===== src/rtl/dlsc_pcie_s6_outbound_arbiter.sv =====
// Round-robin arbiter sharing the PCIe transmit request path between the outbound
// write engine (header + payload) and the read engine (header only); whole TLPs only.
module dlsc_pcie_s6_outbound_arbiter #(
  parameter int ADDR = 32
) (
  input  logic            clk,
  input  logic            rst,

  output logic            wr_h_ready,
  input  logic            wr_h_valid,
  input  logic [ADDR-3:0] wr_h_addr,
  input  logic [9:0]      wr_h_len,
  input  logic [3:0]      wr_h_be_first,
  input  logic [3:0]      wr_h_be_last,

  output logic            wr_d_ready,
  input  logic            wr_d_valid,
  input  logic [31:0]     wr_d_data,

  output logic            rd_h_ready,
  input  logic            rd_h_valid,
  input  logic [ADDR-3:0] rd_h_addr,
  input  logic [9:0]      rd_h_len,
  input  logic [3:0]      rd_h_be_first,
  input  logic [3:0]      rd_h_be_last,

  input  logic            out_h_ready,
  output logic            out_h_valid,
  output logic            out_h_write,
  output logic [ADDR-3:0] out_h_addr,
  output logic [9:0]      out_h_len,
  output logic [3:0]      out_h_be_first,
  output logic [3:0]      out_h_be_last,

  input  logic            out_d_ready,
  output logic            out_d_valid,
  output logic [31:0]     out_d_data,
  output logic            out_d_last
);

  typedef enum logic {IDLE, DATA} state_t;

  state_t      state_reg, state_next;
  logic        last_grant_reg;
  logic [10:0] d_cnt_reg;
  logic        grant_wr, grant_rd, d_accept;

  always_comb begin
    grant_wr   = 1'b0;
    grant_rd   = 1'b0;
    state_next = state_reg;
    // Ties go to whichever source was not served last (last_grant: 1 = read).
    if (!rst && state_reg == IDLE && (!out_h_valid || out_h_ready)) begin
      if (wr_h_valid && (!rd_h_valid || last_grant_reg))
        grant_wr = 1'b1;
      else if (rd_h_valid)
        grant_rd = 1'b1;
    end
    wr_d_ready = !rst && state_reg == DATA && (!out_d_valid || out_d_ready);
    d_accept   = wr_d_ready && wr_d_valid;
    if (grant_wr)
      state_next = DATA;
    else if (d_accept && d_cnt_reg == 11'd1)
      state_next = IDLE;
    wr_h_ready = grant_wr;
    rd_h_ready = grant_rd;
  end

  always_ff @(posedge clk) begin
    if (rst) begin
      state_reg      <= IDLE;
      last_grant_reg <= 1'b1;
      d_cnt_reg      <= 11'd0;
      out_h_valid    <= 1'b0;
      out_d_valid    <= 1'b0;
      out_d_last     <= 1'b0;
    end else begin
      state_reg <= state_next;
      if (grant_wr || grant_rd) begin
        out_h_valid    <= 1'b1;
        last_grant_reg <= grant_rd;
      end else if (out_h_ready) begin
        out_h_valid <= 1'b0;
      end
      // A length of 0 means a full 1024-word payload.
      if (grant_wr)
        d_cnt_reg <= (wr_h_len == 10'd0) ? 11'd1024 : {1'b0, wr_h_len};
      else if (d_accept)
        d_cnt_reg <= d_cnt_reg - 11'd1;
      if (d_accept) begin
        out_d_valid <= 1'b1;
        out_d_last  <= (d_cnt_reg == 11'd1);
      end else if (out_d_ready) begin
        out_d_valid <= 1'b0;
      end
    end
  end

  // Header and payload contents need no reset; they are qualified by the valid flags.
  always_ff @(posedge clk) begin
    if (grant_wr) begin
      out_h_write    <= 1'b1;
      out_h_addr     <= wr_h_addr;
      out_h_len      <= wr_h_len;
      out_h_be_first <= wr_h_be_first;
      out_h_be_last  <= wr_h_be_last;
    end else if (grant_rd) begin
      out_h_write    <= 1'b0;
      out_h_addr     <= rd_h_addr;
      out_h_len      <= rd_h_len;
      out_h_be_first <= rd_h_be_first;
      out_h_be_last  <= rd_h_be_last;
    end
    if (d_accept)
      out_d_data <= wr_d_data;
  end

endmodule


===== config.mk =====
export PLATFORM = sky130hd
export DESIGN_NAME = dlsc_pcie_s6_outbound_arbiter
export DESIGN_NICKNAME = d
export VERILOG_FILES = /design/src/rtl/dlsc_pcie_s6_outbound_arbiter.sv
export SDC_FILE = /design/constraint.sdc
export NUM_CORES = 1
export LEC_CHECK = 0
export BUFFER_PORTS_ARGS = -buffer_cell sky130_fd_sc_hd__buf_2
export CAP_MARGIN = 20
export CORE_AREA = 8 8 84 142
export DETAILED_ROUTE_END_ITERATION = 16
export DIE_AREA = 0 0 92 150
export GPL_ROUTABILITY_DRIVEN = 0
export PLACE_DENSITY_LB_ADDON = 0.1
export SYNTH_ARGS = -nofsm -noshare
export SYNTH_HDL_FRONTEND = slang
export SYNTH_SLANG_ARGS = --single-unit

===== constraint.sdc =====
create_clock -name clk -period 4.62 [get_ports clk]
set_input_delay 0.924 -clock clk [delete_from_list [all_inputs] [get_ports clk]]
set_output_delay 0.924 -clock clk [all_outputs]
set_load 0.01 [all_outputs]

; Word level (Yosys, flattened, before mapping)
; Index checks and enable logic that the tools add are counted.
[word_totals]
output_inout_bits = 87
inputBits = 135
reg_bits = 97
[classes]
n_addsub = 1
mux = 22
n_bitwise = 1
eq_ne = 1
n_reduce_logical = 21
[op_table]
columns = op, count
row1 = two-way mux 30 bit, 2
row2 = two-way mux 11 bit, 3
row3 = two-way mux 10 bit, 2
row4 = two-way mux 4 bit, 4
row5 = "== test 11 x 1 -> 1 bit, second input constant", 1
row6 = two-way mux 1 bit, 11
row7 = "subtractor 11 x 1 -> 11 bit, second input constant", 1
row8 = logical NOT 10 bit, 1
row9 = nonzero test 2 bit, 5
row10 = logical AND 1 bit, 7
row11 = logical NOT 1 bit, 4
row12 = logical OR 1 bit, 4
row13 = NOT 1 bit, 1

; Logic depth before layout (Yosys ltp)
[depth]
depth_word = 7
depth_mapped = 7

; Least setup slack after synthesis
; No wires, ideal clock.
[synth_timing]
path_kind = in2reg
from = input rst
to = register out_h_addr[0] (enable)
path_buffers = 1
t_required_ns = 4.165
arrival_time_ns = 3.313
path_slack_ns = 0.853
stages = 4
path_cell_list = buf_2 nor2_1 nand2_1 nor2_1
[synth_between]
elab_chain_cells = 5
word_cells_on_any_way = 6
classes_between = mux (2) / reduce/logical (4)
[synth_lines]
columns = element, line
row1 = from (decl), 7  ; input logic rst,
row2 = logical NOT 1 bit (*), 53  ; if (!rst && state_reg == IDLE && (!out_h_valid || out_h_ready)) begin
row3 = logical AND 1 bit (*) (2 in a row), 53
row4 = two-way mux 1 bit, 53
row5 = nonzero test 2 bit (no line) (*), --
row6 = to (signal assigned), 103  ; out_h_addr <= wr_h_addr;
row7 = to (signal assigned), 109  ; out_h_addr <= rd_h_addr;
row8 = to (decl), 30  ; output logic [ADDR-3:0] out_h_addr,
; Mark *: on every way between the ends. The rest lies on a longest branch, timed or not.
; A chain may end at the register's enable or synchronous reset.

; Worst setup path after layout
[layout_timing]
from = input rst
to = output wr_d_ready
[layout_between]
elab_chain_cells = 3
[layout_lines]
columns = element, line
row1 = logical NOT 1 bit, 59  ; wr_d_ready = !rst && state_reg == DATA && (!out_d_valid || out_d_ready);
row2 = logical AND 1 bit (2 in a row), 59
row3 = to (decl), 16  ; output logic wr_d_ready,
; No other way between the ends.

==> results.sh <==
export IMPL_ys_seq_area_frac=0.708
export IMPL_layout_common_cells="buf_2 (221), nand2_1 (149), edfxtp_1 (80), dfxtp_1 (17), nor2_1 (11)"
export IMPL_required_ns=3.70
export IMPL_dr_pass1_iters=5
export IMPL_hp_class="reg2reg"
export IMPL_synth_async_reset_ratio=0
export IMPL_place_inst=677
export IMPL_critPathArrivalTime_ns=1.92
export IMPL_num_antenna_cells=0
export IMPL_crit_start="rst"
export IMPL_cts_made_buffers=9
export IMPL_clk_latency_ns=0.33
export IMPL_drv_cap=0
export IMPL_dieArea_mm2=0.0138
export IMPL_rsz0062_at_grt="false"
export IMPL_drive_gt1_frac=0.443
export IMPL_grt_pass1_vias=3367
export IMPL_cts_resized_gates=0
export IMPL_ant_nets=0
export IMPL_startpoint_type="input port"
export IMPL_r2r_start="state_reg$_SDFFE_PP0P_"
export IMPL_grtUsageTotal=0.166
export IMPL_rows=49
export IMPL_syn_num_nets=478
export IMPL_layout_commonest_cell="buf_2"
export IMPL_yosys_warnings=0
export IMPL_crit_slowest_cell="nor2b_1"
export IMPL_max_stage_delay_ns=0.47
export IMPL_layout_setup_ws_ns=1.78
export IMPL_hpwlAfterDp_um=9410
export IMPL_ys_types=39
export IMPL_dpl_worst_slack_ns=1.63
export IMPL_crit_fanout=17
export IMPL_drc=0
export IMPL_fmax_mhz=352
export IMPL_grt_pass1_wl_um=17800
export IMPL_vias_per_cell=4.68
export IMPL_holdPathStages=2
export IMPL_status="finished clean"
export IMPL_drt_iter0_drc=79
export IMPL_clock_sinks=97
export IMPL_overflow=0
export IMPL_worstMarginPinSlew_ns=0.648
export IMPL_wirelength_um=11900
export IMPL_vias=3250
export IMPL_worst_setup_path_end_kind="output port"
export IMPL_hold_viol=0
export IMPL_ctsHtreeMaxLevel=3
export IMPL_pwr_density_cell_mw_per_mm2=375
export IMPL_crit_top_cell="buf_2"
export IMPL_final_nets=699
export IMPL_initial_utilization=0.385
export IMPL_avgRoutedWirePerCell_um=17.1
export IMPL_syn_cell_area_mm2=0.00387
export IMPL_synth_area_per_cell_um2=11.4
export IMPL_setup_violations=0
export IMPL_fp_dieW_um=92
export IMPL_synth_edff_count=80
export IMPL_finalNonFillerCells=694
export IMPL_peakVddDrop_mv=0.195
export IMPL_min_period_over_period=0.616
export IMPL_ys_flop_type="edfxtp_1"
export IMPL_final_core_util=0.538
export IMPL_cp_cell_sequence="buf_2 > nor2b_1 > and2_1 > buf_2"
export IMPL_syn_to_final_growth_pct=39.7
export IMPL_numPortBuffers=221
export IMPL_cts_hold_buf=0
export IMPL_slew_headroom=0.568
export IMPL_min_from="out_d_last$_SDFFE_PP0P_"
export IMPL_worstSetupPathType="in2out"
export IMPL_reg2reg_depth=4
export IMPL_fp_dieH_um=150
export IMPL_p_leak_nw=2.52
export IMPL_path_clk_slew_ns=0.07
export IMPL_cts_buffer_depth=2
export IMPL_fin_skew_ns=0.00623
export IMPL_slew_violations=0
export IMPL_core_area_mm2=0.0101
export IMPL_largest_reg_flops=32
export IMPL_io_pins=222
export IMPL_antenna_found_initial=0
export IMPL_cts_root_buf="clkbuf_16"
export IMPL_post_cts_buffers=0
export IMPL_grt_max_degree=67
export IMPL_period_needed_ns=2.84
export IMPL_fin_tns_setup_ns=0
export IMPL_cts_tree="built"
export IMPL_synth_cells=341
export IMPL_synth_seq_cells=97
==> worst paths after layout <==
check	slack, ns	to
worst min register to register	0.47	out_d_last$_SDFFE_PP0P_
worst max register to register	2.58	d_cnt_reg[10]$_SDFFE_PP0P_
worst min-delay path	0.47	out_d_last$_SDFFE_PP0P_
worst max-delay path	1.78	wr_d_ready
==> per-stage QoR <==
step           hold slack [ns]  instance area, um^2  total power, W
5_1_grt                  0.491                 5410         0.00211
6_report                 0.466                 5410         0.00203
3_3_place_gp             0.451                 5110         0.00135
2_1_floorplan            0.476                 3870         0.00121
3_5_place_dp             0.456                 5110         0.00136
4_1_cts                  0.467                 5390         0.00205
==> per-layer routing <==
layer | vias up | GRT usage | part of all wire
li1 | 1621 | - | -
met1 | 1486 | 0.176 | 0.37
met2 | 133 | 0.304 | 0.55
met3 | 10 | 0.0427 | 0.067
met4 | 0 | 0.0633 | 0.014
met5 | - | 0 | 0
==> critical path: cells and delay by family <==
family                 cells  cell delay, ns
AND/OR/NAND/NOR            2            0.67
buffers and inverters      2            0.32
==> report_power, final <==
group          switching [W]  internal (W)  leakage [nW]
Combinational       0.000170      0.000124          1.50
Sequential         0.0000229       0.00102         0.882
Clock               0.000321      0.000369         0.133
Total               0.000513       0.00151          2.52
==> cell usage after synthesis (2+ instances only) <==
cell        n  share of area
nor3_1      2         0.0026
inv_1       4         0.0039
xor2_1      2         0.0045
o211ai_1    2         0.0039
nand2b_1    3         0.0048
a311oi_1    3         0.0068
o21ai_0     3         0.0039
edfxtp_1   80           0.62
nand3_1     2         0.0026
dfxtp_1    17          0.088
nand2_1   149           0.14
nor2_1     12          0.012
a31oi_1     6         0.0097
nor4_1      2         0.0032
o31ai_1     3         0.0058
and2_1      3         0.0048
a211oi_1    3         0.0058
clkbuf_1   13          0.013
nand4_1     3         0.0048
ha_1        2         0.0065
or4_1       3         0.0058
or3_2       4         0.0078
o21bai_1    2         0.0039
a21oi_1     3         0.0039
==> cells by family after synthesis <==
kind of cell | Yosys count | share of synthesized area
AOI/OAI and AO/OA | 29 | 0.0520
xor gates and xnor gates | 3 | 0.00678
adders and majority gates | 2 | 0.00646
buffers and inverters | 21 | 0.0210
DFF | 97 | 0.708
and+or+nand+nor | 189 | 0.206
==> cell type report <==
type / count / area, um^2
clock buffers: 9 / 225
clock inverters: 7 / 51.3
fillers: 931 / 4640
inverters: 5 / 18.8
multi-input cells: 223 / 1060
flip-flops and latches: 97 / 2740
well taps: 127 / 159
repair buffers: 226 / 1160
(Power assumes the default switching activity.)
